`config.mk`:
```
export PLATFORM = sky130hd
export DESIGN_NAME = wb_port_arbiter
export DESIGN_NICKNAME = d
export VERILOG_FILES = /design/src/rtl/wb_port_arbiter.sv
export SDC_FILE = /design/constraint.sdc
export NUM_CORES = 1
export LEC_CHECK = 0
export ABC_AREA = 1
export CAP_MARGIN = 10
export CORE_ASPECT_RATIO = 1.1
export CORE_UTILIZATION = 25
export CTS_BUF_LIST = sky130_fd_sc_hd__clkbuf_16
export CTS_CLUSTER_SIZE = 30
export DETAILED_ROUTE_END_ITERATION = 10
export GPL_TIMING_DRIVEN = 0
export PLACE_DENSITY = 0.53
export SLEW_MARGIN = 0
export SYNTH_ARGS = -nofsm -noshare
export SYNTH_HDL_FRONTEND = slang
export SYNTH_SLANG_ARGS = --single-unit
```
`constraint.sdc`:
```
create_clock -name clk_i -period 6.9 [get_ports clk_i]
set_clock_uncertainty 0.05 [all_clocks]
set_input_delay 1.38 -clock clk_i [delete_from_list [all_inputs] [get_ports clk_i]]
set_output_delay 1.38 -clock clk_i [all_outputs]
set_load 0.03 [all_outputs]
```
`src/rtl/wb_port_arbiter.sv`:
```
// Register-file write-port arbiter: pipeline writeback versus a 2-deep buffered MDU result stream.
// Writes are combinational from state; an MDU result writes >=1 cycle after acceptance and wins after STARVE_LIMIT losses.
module wb_port_arbiter #(
  parameter int unsigned STARVE_LIMIT = 4
) (
  input  logic        clk_i,
  input  logic        reset_i,
  input  logic        pipe_valid_i,
  input  logic        pipe_wen_i,
  input  logic [4:0]  pipe_dst_i,
  input  logic [63:0] pipe_data_i,
  input  logic        mdu_valid_i,
  input  logic [4:0]  mdu_dst_i,
  input  logic [63:0] mdu_data_i,
  output logic        mdu_ready_o,
  output logic        pipe_stall_o,
  output logic        rf_wen_o,
  output logic [4:0]  rf_waddr_o,
  output logic [63:0] rf_wdata_o,
  output logic [1:0]  buf_count_o
);

  localparam int unsigned SW = (STARVE_LIMIT < 8) ? 3 : $clog2(STARVE_LIMIT + 1);
  localparam logic [SW-1:0] LIMIT = SW'(STARVE_LIMIT);

  typedef struct packed {
    logic [4:0]  dst;
    logic [63:0] data;
  } mdu_ent_t;

  mdu_ent_t      mem_q [2];
  logic [1:0]    count_q, count_d;
  logic          wr_ptr_q, wr_ptr_d;
  logic          rd_ptr_q, rd_ptr_d;
  logic [SW-1:0] starve_q, starve_d;

  logic     preq;
  logic     mgnt;
  logic     mdu_ready;
  logic     push;
  mdu_ent_t head;

  always_comb begin
    preq      = pipe_valid_i & pipe_wen_i & (pipe_dst_i != 5'd0);
    head      = mem_q[rd_ptr_q];
    // A full buffer always drains, so a push at count 2 is always paired with a pop.
    mgnt      = ~reset_i & (count_q != 2'd0) &
                (~preq | (count_q == 2'd2) | (starve_q == LIMIT));
    mdu_ready = reset_i | (count_q != 2'd2) | mgnt;
    push      = ~reset_i & mdu_valid_i & mdu_ready & (mdu_dst_i != 5'd0);
  end

  always_comb begin
    rf_wen_o     = 1'b0;
    rf_waddr_o   = 5'd0;
    rf_wdata_o   = 64'd0;
    pipe_stall_o = 1'b0;
    if (mgnt) begin
      rf_wen_o     = 1'b1;
      rf_waddr_o   = head.dst;
      rf_wdata_o   = head.data;
      pipe_stall_o = preq;
    end else if (preq && !reset_i) begin
      rf_wen_o   = 1'b1;
      rf_waddr_o = pipe_dst_i;
      rf_wdata_o = pipe_data_i;
    end
  end

  assign mdu_ready_o = mdu_ready;
  assign buf_count_o = reset_i ? 2'd0 : count_q;

  always_comb begin
    count_d  = count_q;
    wr_ptr_d = push ? ~wr_ptr_q : wr_ptr_q;
    rd_ptr_d = mgnt ? ~rd_ptr_q : rd_ptr_q;
    starve_d = starve_q;
    case ({push, mgnt})
      2'b10:   count_d = count_q + 2'd1;
      2'b01:   count_d = count_q - 2'd1;
      default: count_d = count_q;
    endcase
    if (mgnt || count_q == 2'd0) begin
      starve_d = '0;
    end else if (starve_q != LIMIT) begin
      starve_d = starve_q + SW'(1);
    end
  end

  always_ff @(posedge clk_i) begin
    if (reset_i) begin
      count_q  <= 2'd0;
      wr_ptr_q <= 1'b0;
      rd_ptr_q <= 1'b0;
      starve_q <= '0;
    end else begin
      count_q  <= count_d;
      wr_ptr_q <= wr_ptr_d;
      rd_ptr_q <= rd_ptr_d;
      starve_q <= starve_d;
    end
  end

  // Storage needs no reset: occupancy is tracked by count_q alone.
  always_ff @(posedge clk_i) begin
    if (push) begin
      mem_q[wr_ptr_q] <= {mdu_dst_i, mdu_data_i};
    end
  end

endmodule

```
==> results.ini <==
[timing]
whs_ns=0.406
timing_worst_slew_pin_value_ns=0.653
finalHoldViolations=0
period_share_pct=75.2
slew_headroom_pct=56.4
max_clk_rate_ghz=0.193
final-max-slew-violation-count=0
min_period_ns=5.19
rsz_0062_raised_after_global_routing=no
setup_tns_ns=0
setup_viol=0

[setup_path]
timing.critical_path.from_type=input pin
worst_path_dominant_cell_family=buffers and inverters
worstReg2RegStart=starve_q[0]
critPathArrivalTime_ns=3.76
r2r_setup_slack_ns=4.46
critical_path.n_buffers_inverters=3
critical_path_peak_fanout=10
cpPeakStageDelay_ns=0.67
critPathKind=input pin to output pin
timing.critical_path.mode_cell=sky130_fd_sc_hd__clkdlybuf4s50_1
worstRegToRegCells=14
reg2reg_to=count_q[1]
category_of_the_worst_setup_path_capture_point=output pin
worst_ep_required_time_ns=5.47
cp_slowest_cell=sky130_fd_sc_hd__clkdlybuf4s50_1
cell_by_cell_trace_of_the_critical_path=clkdlybuf4s50_1 -> nor2_1 -> nand3_2 -> nand2_2 -> nor2_4 -> clkbuf_1 -> nand3_1 -> nand2_1 -> clkdlybuf4s50_1

[drt]
drt_iter0_drc=131
met2_wire_length_um=8160
drc=0
drt-wirelength-per-cell_um=15.5
num_vias=4654
routed_wl_met3_um=1120
dr.pass1.iters=4
drt-total-wl_um=17200
wl_met1_um=7790
postRouteAntennaNets=0
routed_via_density=4.19
top_signal_layer_used=met5

[cells_and_area]
fin_util_pct=38.9
layout.cells.most_common=sky130_fd_sc_hd__clkdlybuf4s50_1
final.fill_count=2477
areaGrowthSynthToFinish_pct=52.2
nets_finish=897
layout.cells.most_common_list=215 x sky130_fd_sc_hd__clkdlybuf4s50_1, 145 x sky130_fd_sc_hd__nand2_1, 138 x sky130_fd_sc_hd__edfxtp_1
layout-drive-gt1-share_pct=19.0

[worst_hold_path]
min_delay_worst_endpoint=starve_q[0]
min_from=starve_q[0]
worst_hold_path.num_cells=1
min_path_type=flip-flop to flip-flop

[die]
design.core.area_sq_um=25400
std_cell_rows=61
die-height_um=171
design.die.area_sq_um=26600
initial_core_util_pct=25.5
top_level_ports=217
die_x_um=156

[place]
buffer_ports.inserted=215
gp_routability_congestion=0.707
hpwlAfterDp_um=12500

[global_routing]
grt_remaining_overflow=0
wire_length_of_the_first_global_routing_pass_um=25600
antenna_found_initial=4
vias_in_the_first_global_route=4568
grt_util_all_layers_pct=13.2
largest_net_degree_at_the_start_of_global_routing=24

[cts]
htreeDepth=4
cts.clk_slew.worst_paths_ns=0.06
numCtsBuffers=17
holdBufCountCts=0
tritoncts=yes
clkSinkCount=146
cts_max_path_buffers=2
post_cts_resized=0
worstSkewPairLatency_ns=0.41
post-cts-setup-buffer-count=0
root_buffer=sky130_fd_sc_hd__clkbuf_16

[power_and_ir_drop]
max-vdd-ir-drop_uv=155
power_density_nw_per_um2=247
power.leakage_nw=3.62
post-layout-total-power_w=0.00244

[status]
outcome=complete, no violations

[synth]
synth_warnings=0
top_cell_type_by_total_area_after_synthesis=sky130_fd_sc_hd__edfxtp_1
synth_top_cells_by_area=sky130_fd_sc_hd__edfxtp_1 64%, sky130_fd_sc_hd__mux2_2 12%, sky130_fd_sc_hd__nand2_1 8.4%
mean_area_per_synthesized_cell_sq_um=12.7
syn-instance-count=511
syn-num-nets=657
post_synthesis_sequential_element_count=146
yosys.cell_types.count=28
syn-cell-area_sq_um=6490
synth_top_cell_area_share_pct=63.8
synth_sequential_area_ratio_pct=66.3

[job]
max_cap_violations=0

[how the worst max path moves through the flow]
stage                              from              to  slack [ns]  depth (start not counted)
after floorplan                 reset_i     mem_q[0][0]        1.85                          3
after global placement          reset_i    mem_q[1][17]       -1.19                          4
after detailed placement  pipe_dst_i[1]  rf_wdata_o[10]        1.62                          9
after CTS                 pipe_dst_i[1]  rf_wdata_o[41]        1.60                         10
after global routing      pipe_dst_i[1]  rf_wdata_o[10]        1.45                          9
final                     pipe_dst_i[1]   rf_wdata_o[6]        1.71                          9
[layout make-up]
| type | count | area, sq um | share of cell area [%] |
|---|---|---|---|
| flip-flops and latches | 146 | 4300 | 43.6 |
| repair buffers | 221 | 2300 | 23.3 |
| multi-input cells | 324 | 1940 | 19.6 |
| well taps | 346 | 433 | 4.38 |
| clock buffers | 17 | 425 | 4.31 |
| plain buffers | 30 | 223 | 2.25 |
| clock inverters | 15 | 205 | 2.08 |
| inverters | 11 | 43.8 | 0.443 |
| diodes | 2 | 5.00 | 0.0507 |
[flip-flops by register name (all words and copies together), names as in the netlist, named ones only]
| name | count |
|---|---|
| mem_q | 138 |
| wr_ptr_q | 1 |
| starve_q | 3 |
| count_q | 2 |
| rd_ptr_q | 1 |
[cell usage after synthesis, drive strengths merged]
library cell  number
dfxtp              8
mux2              69
a31oi              1
inv               11
xnor2              1
conb               1
o21ai              5
clkbuf             3
nand3             74
a21oi              7
buf               27
nor2              14
nand4              1
nor3               1
ha                 3
nand2            147
edfxtp           138
[report_power, final]
| group | internal (W) | switching [W] |
|---|---|---|
| sequential | 0.00100 | 0.00000673 |
| combinational | 0.000215 | 0.000222 |
| clock | 0.000610 | 0.000378 |
[metal layers]
metal	vias up	track usage, %
met1	2199	16.5
li1	2305	-
met5	-	0
met4	4	4.18
met3	14	4.36
met2	132	21.3
[worst reg2reg max path, cell delays in order, from the launching register on]
cell,delay [ns]
sky130_fd_sc_hd__dfxtp_1,0.35
sky130_fd_sc_hd__inv_1,0.05
sky130_fd_sc_hd__ha_1,0.18
sky130_fd_sc_hd__nand2_1,0.12
sky130_fd_sc_hd__inv_2,0.06
sky130_fd_sc_hd__nor2_2,0.13
sky130_fd_sc_hd__nand3_2,0.13
sky130_fd_sc_hd__nand2_4,0.21
sky130_fd_sc_hd__inv_4,0.14
sky130_fd_sc_hd__buf_6,0.18
sky130_fd_sc_hd__ha_1,0.30
sky130_fd_sc_hd__a21oi_1,0.12
sky130_fd_sc_hd__o21ai_0,0.11
sky130_fd_sc_hd__o21ai_0,0.15
sky130_fd_sc_hd__a21oi_1,0.05
[kinds of logic (layout without fill, tap and decap cells)]
logic type,Yosys count,after routing,synth area share (%)
other,1,3,0.0578
AOI/OAI and AO/OA,13,13,1.20
and+or+nand+nor,237,237,15.7
DFF,146,146,66.3
muxes,69,69,12.0
xor gates and xnor gates,1,1,0.135
adders and majority gates,3,3,0.578
buffers and inverters,41,294,4.11
[per-stage QoR]
| stage | cell area [sq um] | instances | setup WS [ns] |
|---|---|---|---|
| after global placement | 9080 | 1072 | -1.19 |
| after CTS | 9870 | 1110 | 1.60 |
| after floorplan | 6490 | 511 | 1.85 |
| after global routing | 9870 | 1110 | 1.45 |
| final | 9880 | 1112 | 1.71 |
| after detailed placement | 9240 | 1078 | 1.62 |
Power figures use the tool's default switching activity.
